## config.mk

```make
export PLATFORM = sky130hd
export DESIGN_NAME = psum_reduce
export DESIGN_NICKNAME = d
export VERILOG_FILES = /design/src/rtl/core_pkg.sv /design/src/rtl/psum_add_tree.sv /design/src/rtl/psum_reduce.sv
export SDC_FILE = /design/constraint.sdc
export NUM_CORES = 1
export LEC_CHECK = 0
export ABC_AREA = 1
export CAP_MARGIN = 20
export CORE_ASPECT_RATIO = 1.1
export CORE_MARGIN = 4
export CORE_UTILIZATION = 35
export CTS_CLUSTER_SIZE = 24
export DETAILED_ROUTE_END_ITERATION = 6
export HOLD_SLACK_MARGIN = 0.05
export PLACE_DENSITY = 0.63
export SLEW_MARGIN = 0
export SYNTH_ARGS = -nofsm -noshare
export SYNTH_HDL_FRONTEND = slang
export SYNTH_SLANG_ARGS = --single-unit
export TNS_END_PERCENT = 20
```

## constraint.sdc

```tcl
create_clock -name clk -period 6.2 [get_ports clk]
set_input_delay 0.62 -clock clk [delete_from_list [all_inputs] [get_ports clk]]
set_output_delay 0.62 -clock clk [all_outputs]
set_load 0.02 [all_outputs]
```

## src/rtl/core_pkg.sv

```systemverilog
// Shared definitions for the partial-sum reduction block.
// Holds the default parameter values, the controller state encoding and
// the width-derivation helpers used by psum_reduce and psum_add_tree.
package core_pkg;

    localparam int COL_DEF     = 8;
    localparam int BW_PSUM_DEF = 12;
    localparam int CNT_BW_DEF  = 4;

    localparam logic [1:0] ENC_IDLE  = 2'd0;
    localparam logic [1:0] ENC_ACCUM = 2'd1;
    localparam logic [1:0] ENC_DRAIN = 2'd2;
    localparam logic [1:0] ENC_OUT   = 2'd3;

    typedef enum logic [1:0] {
        ST_IDLE  = ENC_IDLE,
        ST_ACCUM = ENC_ACCUM,
        ST_DRAIN = ENC_DRAIN,
        ST_OUT   = ENC_OUT
    } state_t;

    // One row sum: one extra bit so |most negative lane| is representable,
    // plus clog2(col) bits of growth across the lanes.
    function automatic int tree_width(input int c, input int b);
        return b + $clog2(c) + 1;
    endfunction

    // Group total: a row sum grown by up to 2^cnt_bw rows.
    function automatic int sw_width(input int c, input int b, input int n);
        return b + $clog2(c) + n + 1;
    endfunction

endpackage

```

## src/rtl/psum_add_tree.sv

```systemverilog
// Combinational lane reduction for one psum row.
// Ports:
//   abs_mode - 1: sum absolute lane values, 0: sum signed lane values
//   row      - col lanes of bw_psum-bit two's-complement values
//   lane_sum - signed sum of all lanes, wide enough that it never overflows
module psum_add_tree
    import core_pkg::*;
#(
    parameter int col     = COL_DEF,
    parameter int bw_psum = BW_PSUM_DEF
) (
    input  logic                                       abs_mode,
    input  logic [col*bw_psum-1:0]                     row,
    output logic signed [tree_width(col, bw_psum)-1:0] lane_sum
);

    localparam int TW = tree_width(col, bw_psum);

    logic signed [bw_psum-1:0] lane_s;
    logic signed [TW-1:0]      ext_s;
    logic signed [TW-1:0]      mag_s;
    logic signed [TW-1:0]      acc_s;

    // Sign-extend (or take magnitude of) every lane and add them up; the
    // extra bit makes -(-2^(bw_psum-1)) come out as a clean positive value.
    always_comb begin
        acc_s  = {TW{1'b0}};
        lane_s = {bw_psum{1'b0}};
        ext_s  = {TW{1'b0}};
        mag_s  = {TW{1'b0}};
        for (int k = 0; k < col; k++) begin
            lane_s = signed'(row[k*bw_psum +: bw_psum]);
            ext_s  = TW'(lane_s);
            if (abs_mode && lane_s[bw_psum-1]) begin
                mag_s = -ext_s;
            end else begin
                mag_s = ext_s;
            end
            acc_s = acc_s + mag_s;
        end
    end

    assign lane_sum = acc_s;

endmodule

```

## src/rtl/psum_reduce.sv

```systemverilog
// Group reducer: sums every lane of grp_len+1 psum rows into one signed total.
// Ports:
//   clk, reset           - clock and synchronous active-high reset
//   start, grp_len,
//   abs_mode             - group request, accepted only when idle
//   in, in_valid,
//   in_ready             - row stream, accepted only while accumulating
//   sum_out, out_valid,
//   out_ready            - result handshake; sum_out holds after it
//   busy                 - high whenever a group is in flight
// Each accepted row is reduced into tree_r, then folded into acc_r on the
// following cycle; the DRAIN state covers that final fold.
module psum_reduce
    import core_pkg::*;
#(
    parameter int col     = COL_DEF,
    parameter int bw_psum = BW_PSUM_DEF,
    parameter int cnt_bw  = CNT_BW_DEF
) (
    input  logic                                       clk,
    input  logic                                       reset,
    input  logic                                       start,
    input  logic [cnt_bw-1:0]                          grp_len,
    input  logic                                       abs_mode,
    input  logic                                       in_valid,
    output logic                                       in_ready,
    input  logic [col*bw_psum-1:0]                     in,
    output logic [sw_width(col, bw_psum, cnt_bw)-1:0]  sum_out,
    output logic                                       out_valid,
    input  logic                                       out_ready,
    output logic                                       busy
);

    localparam int SW = sw_width(col, bw_psum, cnt_bw);
    localparam int TW = tree_width(col, bw_psum);

    state_t                state_r;
    logic signed [SW-1:0]  acc_r;
    logic signed [TW-1:0]  tree_r;
    logic                  pend_r;
    logic [cnt_bw-1:0]     cnt_r;
    logic [cnt_bw-1:0]     grp_len_r;
    logic                  abs_r;
    logic signed [SW-1:0]  sum_out_r;
    logic                  out_valid_r;
    logic                  in_ready_r;
    logic                  busy_r;
    logic signed [TW-1:0]  tree_sum_s;

    psum_add_tree #(
        .col     (col),
        .bw_psum (bw_psum)
    ) u_tree (
        .abs_mode (abs_r),
        .row      (in),
        .lane_sum (tree_sum_s)
    );

    // Controller, row pipeline, accumulator and registered outputs.
    always_ff @(posedge clk) begin
        if (reset) begin
            state_r     <= ST_IDLE;
            acc_r       <= {SW{1'b0}};
            tree_r      <= {TW{1'b0}};
            pend_r      <= 1'b0;
            cnt_r       <= {cnt_bw{1'b0}};
            grp_len_r   <= {cnt_bw{1'b0}};
            abs_r       <= 1'b0;
            sum_out_r   <= {SW{1'b0}};
            out_valid_r <= 1'b0;
            in_ready_r  <= 1'b0;
            busy_r      <= 1'b0;
        end else begin
            // Fold the previous cycle's row sum; a start below overrides this.
            if (pend_r) begin
                acc_r <= acc_r + SW'(tree_r);
            end
            pend_r <= 1'b0;

            case (state_r)
                ST_IDLE: begin
                    if (start) begin
                        grp_len_r  <= grp_len;
                        abs_r      <= abs_mode;
                        acc_r      <= {SW{1'b0}};
                        cnt_r      <= {cnt_bw{1'b0}};
                        in_ready_r <= 1'b1;
                        busy_r     <= 1'b1;
                        state_r    <= ST_ACCUM;
                    end
                end
                ST_ACCUM: begin
                    if (in_valid) begin
                        tree_r <= tree_sum_s;
                        pend_r <= 1'b1;
                        cnt_r  <= cnt_r + cnt_bw'(1);
                        // Compare before the increment so a full-size group
                        // ends on its last row even though cnt_r wraps.
                        if (cnt_r == grp_len_r) begin
                            in_ready_r <= 1'b0;
                            state_r    <= ST_DRAIN;
                        end
                    end
                end
                ST_DRAIN: begin
                    // The last row sum is folded this same edge.
                    sum_out_r   <= acc_r + SW'(tree_r);
                    out_valid_r <= 1'b1;
                    state_r     <= ST_OUT;
                end
                ST_OUT: begin
                    if (out_ready) begin
                        out_valid_r <= 1'b0;
                        busy_r      <= 1'b0;
                        state_r     <= ST_IDLE;
                    end
                end
                default: begin
                    state_r <= ST_IDLE;
                end
            endcase
        end
    end

    assign sum_out   = sum_out_r;
    assign out_valid = out_valid_r;
    assign in_ready  = in_ready_r;
    assign busy      = busy_r;

endmodule

```

==> flow_metrics.env <==
export IMPL_crit_type="input port to register"
export IMPL_antenna_found_initial=0
export IMPL_grt_use_total_pct=17.20
export IMPL_htreeDepth=3
export IMPL_rsz0062_at_grt="no"
export IMPL_reg2reg_depth=18
export IMPL_ys_ff_latch=71
export IMPL_n_antenna_cell=0
export IMPL_grt_overflow_total=0
export IMPL_drt_vias_per_instance=4.561
export IMPL_cpPeakStageDelay_ps=540
export IMPL_cts_hold_buf=0
export IMPL_synth_nets=1567
export IMPL_cp_max_fo=5
export IMPL_core_um2=25260
export IMPL_fillers=2631
export IMPL_max_freq_mhz=181.9
export IMPL_cp_arrival_ps=5730
export IMPL_period_minus_slack_ps=5496
export IMPL_synth_compound_area_share_pct=8.656
export IMPL_cp_start_kind="input port"
export IMPL_cts_resized=0
export IMPL_ys_warnings_count=0
export IMPL_ys_types=42
export IMPL_fin_area_um2=10890
export IMPL_drive_gt1_share_pct=4.118
export IMPL_cts_tree="built"
export IMPL_whs_ps=457.2
export IMPL_die_height_um=175.8
export IMPL_status="completed"
export IMPL_crit_reg2reg_launch="abs_r"
export IMPL_hold_path_class="register to register"
export IMPL_cts_made_buffers=9
export IMPL_clk_pin_slew_ps=60
export IMPL_endpoint_kind="register"
export IMPL_critPathSlowestCell="fa_1"
export IMPL_synth_top_family_by_area="simple AND/OR/NAND/NOR gates"
export IMPL_final_cells=1803
export IMPL_dp_hpwl_um=20920
export IMPL_die_area_um2=28230
export IMPL_max_slew_margin_pct=45.32
export IMPL_cts_root_buf="clkbuf_16"
export IMPL_dr_first_iter_drc_count=314
export IMPL_timing_rr_end="tree_r[10]"
export IMPL_yosys_area_share_xor_xnor_pct=8.600
export IMPL_vias=8224
export IMPL_finalMaxSlewViolations=0
export IMPL_fin_setup_tns_ps=0
export IMPL_syn_area_um2=8962
export IMPL_area_growth_pct=21.50
export IMPL_hold_violations=0
export IMPL_maxCapViolations=0
export IMPL_drcViolationCount=0
export IMPL_grt_max_degree=38
export IMPL_die_x_um=160.6
export IMPL_final_setup_viol_count=0
export IMPL_start_util_pct=35.48
export IMPL_clk_path_buf_depth=2
export IMPL_finalClockSkew_ps=9.881
export IMPL_placed_area_um2=10620
export IMPL_cp_common_cell="inv_1"
export IMPL_yosysSeqAreaShare_pct=15.86
export IMPL_synth_area_mux_share_pct=0
export IMPL_yosys_area_share_simple_pct=27.35
export IMPL_grt_pass1_vias=8473
export IMPL_worst_slew_pin_slew_ps=819.2
export IMPL_grt_pass1_wl_um=39870
export IMPL_io_pins=129
export IMPL_cts_sinks=71
export IMPL_synthCells=1327
export IMPL_r2r_setup_slack_ps=960
export IMPL_first_pass_iters=5
export IMPL_drt_total_wl_um=23750
export IMPL_timing_final_crit_share_pct=88.65
export IMPL_cp_endpoint="tree_r[14]"
export IMPL_cp_startpoint="in[24]"
export IMPL_nets=1692
export IMPL_insertion_delay_ps=340
export IMPL_synth_avg_cell_area_um2=6.754
export IMPL_cts_setup_buffers=0
export IMPL_rows=61
export IMPL_placed_cells=1787
export IMPL_ant_nets=0
export IMPL_gp_congestion=0.9052
export IMPL_port_buffers=128
export IMPL_synth_fa_ha_area_share_pct=25.91
export IMPL_post_drt_wl_per_cell_um=13.17
export IMPL_worstPathRequired_ps=6440
## placed cells by master (no fill, tap or decap), types with 2 or more instances in the layout
| master | synthesis | routed |
|---|---|---|
| a211oi_1 | 2 | 2 |
| a21o_1 | 6 | 6 |
| a21oi_1 | 48 | 48 |
| a21oi_2 | 2 | 2 |
| a31oi_1 | 2 | 2 |
| buf_4 | 2 | 5 |
| clkbuf_16 | 0 | 9 |
| clkdlybuf4s50_1 | 0 | 128 |
| clkinv_2 | 0 | 2 |
| clkinv_4 | 0 | 2 |
| dfxtp_1 | 71 | 71 |
| fa_1 | 86 | 86 |
| ha_1 | 48 | 48 |
| inv_1 | 287 | 287 |
| inv_2 | 12 | 12 |
| inv_6 | 0 | 2 |
| nand2_1 | 231 | 231 |
| nand2_2 | 9 | 9 |
| nand3_1 | 88 | 88 |
| nand3b_1 | 3 | 3 |
| nand4_1 | 14 | 14 |
| nor2_1 | 191 | 191 |
| nor2_2 | 8 | 8 |
| nor3_1 | 12 | 12 |
| nor3b_1 | 5 | 5 |
| o211ai_1 | 6 | 6 |
| o21a_1 | 4 | 4 |
| o21ai_0 | 49 | 49 |
| o21ai_1 | 11 | 11 |
| o21bai_1 | 4 | 4 |
| or2_1 | 7 | 7 |
| or2_2 | 6 | 6 |
| xnor2_1 | 17 | 17 |
| xor2_1 | 71 | 71 |
## critical path, delay by kind of cell
kind / cells / cell delay, ps
xor gates and xnor gates: 1 / 170
buffers and inverters: 6 / 710
adders and majority gates: 6 / 2530
AOI/OAI and AO/OA: 3 / 520
and+or+nand+nor: 10 / 1170
## cell type report
type                    instances  area [um^2]  share of cell area [%]
multi-input cells             938         6320                   58.04
flip-flops and latches         71         1421                   13.05
repair buffers                133         1319                   12.11
inverters                     299         1122                   10.31
well taps                     346        432.9                   3.976
clock buffers                  10        229.0                   2.103
clock inverters                 6        45.04                  0.4137
## through the flow
step	setup slack, ps	util [%]
3_3_place_gp	414.9	42.02
5_1_grt	252.9	43.10
3_5_place_dp	353.4	42.02
4_1_cts	696.5	43.10
6_report	703.6	43.10
2_1_floorplan	1215	-
## cell usage after synthesis, drive strengths merged
| cell type | count | share of area [%] |
|---|---|---|
| ha | 48 | 6.7 |
| nand2 | 240 | 10 |
| clkbuf | 13 | 0.66 |
| o211ai | 6 | 0.50 |
| o2111ai | 1 | 0.098 |
| o21a | 4 | 0.34 |
| o31ai | 1 | 0.084 |
| a31o | 1 | 0.098 |
| dfxtp | 71 | 16 |
| nor3b | 5 | 0.42 |
| buf | 6 | 0.45 |
| or2 | 13 | 0.91 |
| nor2 | 200 | 8.7 |
| a21o | 6 | 0.50 |
| o21bai | 4 | 0.34 |
| nand3b | 3 | 0.25 |
| nand4 | 14 | 0.98 |
| o41ai | 1 | 0.098 |
| o22ai | 1 | 0.070 |
| nor3 | 13 | 0.78 |
| fa | 86 | 19 |
| a31oi | 2 | 0.14 |
| nand3 | 89 | 5.0 |
| a21oi | 50 | 2.9 |
| inv | 299 | 13 |
| o21ai | 60 | 3.4 |
| xnor2 | 17 | 1.7 |
| xor2 | 71 | 6.9 |
| a211oi | 2 | 0.17 |
## worst min-delay path by stage
stage               cells past startpoint  endpoint     start  slack [ps]
detailed placement                      2  in_ready  in_ready         450
CTS                                     2  in_ready  in_ready         460
finish                                  2  in_ready  in_ready         460
floorplan                               2  acc_r[0]  acc_r[0]         440
global route                            2  in_ready  in_ready         500
global placement                        2  in_ready  in_ready         450
## layer usage
metal  up-vias  share of wire (%)  GRT usage, %
met4         0                2.1         4.625
met3        32                2.9         1.831
met5         -                  0             0
met1      3754                 43         20.06
met2       144                 52         33.20
li1       4294                  -             -
## cell families (layout without fill, tap and decap cells)
group	after synthesis	in the layout
and+or+nand+nor	577	577
xor gates and xnor gates	88	88
adders and majority gates	134	134
DFF	71	71
buffers and inverters	318	448
AOI/OAI and AO/OA	139	139
## registers in the layout, indices dropped and copies added, names as in the netlist
signal,count
tree_r,16
state_r,2
abs_r,1
pend_r,1
in_ready,1
out_valid,1
cnt_r,4
sum_out,20
grp_len_r,4
acc_r,20
busy,1
Power is left out: the tool's default activity adds up to more than one toggle a clock period on the data nets, which glitch-free logic cannot reach.
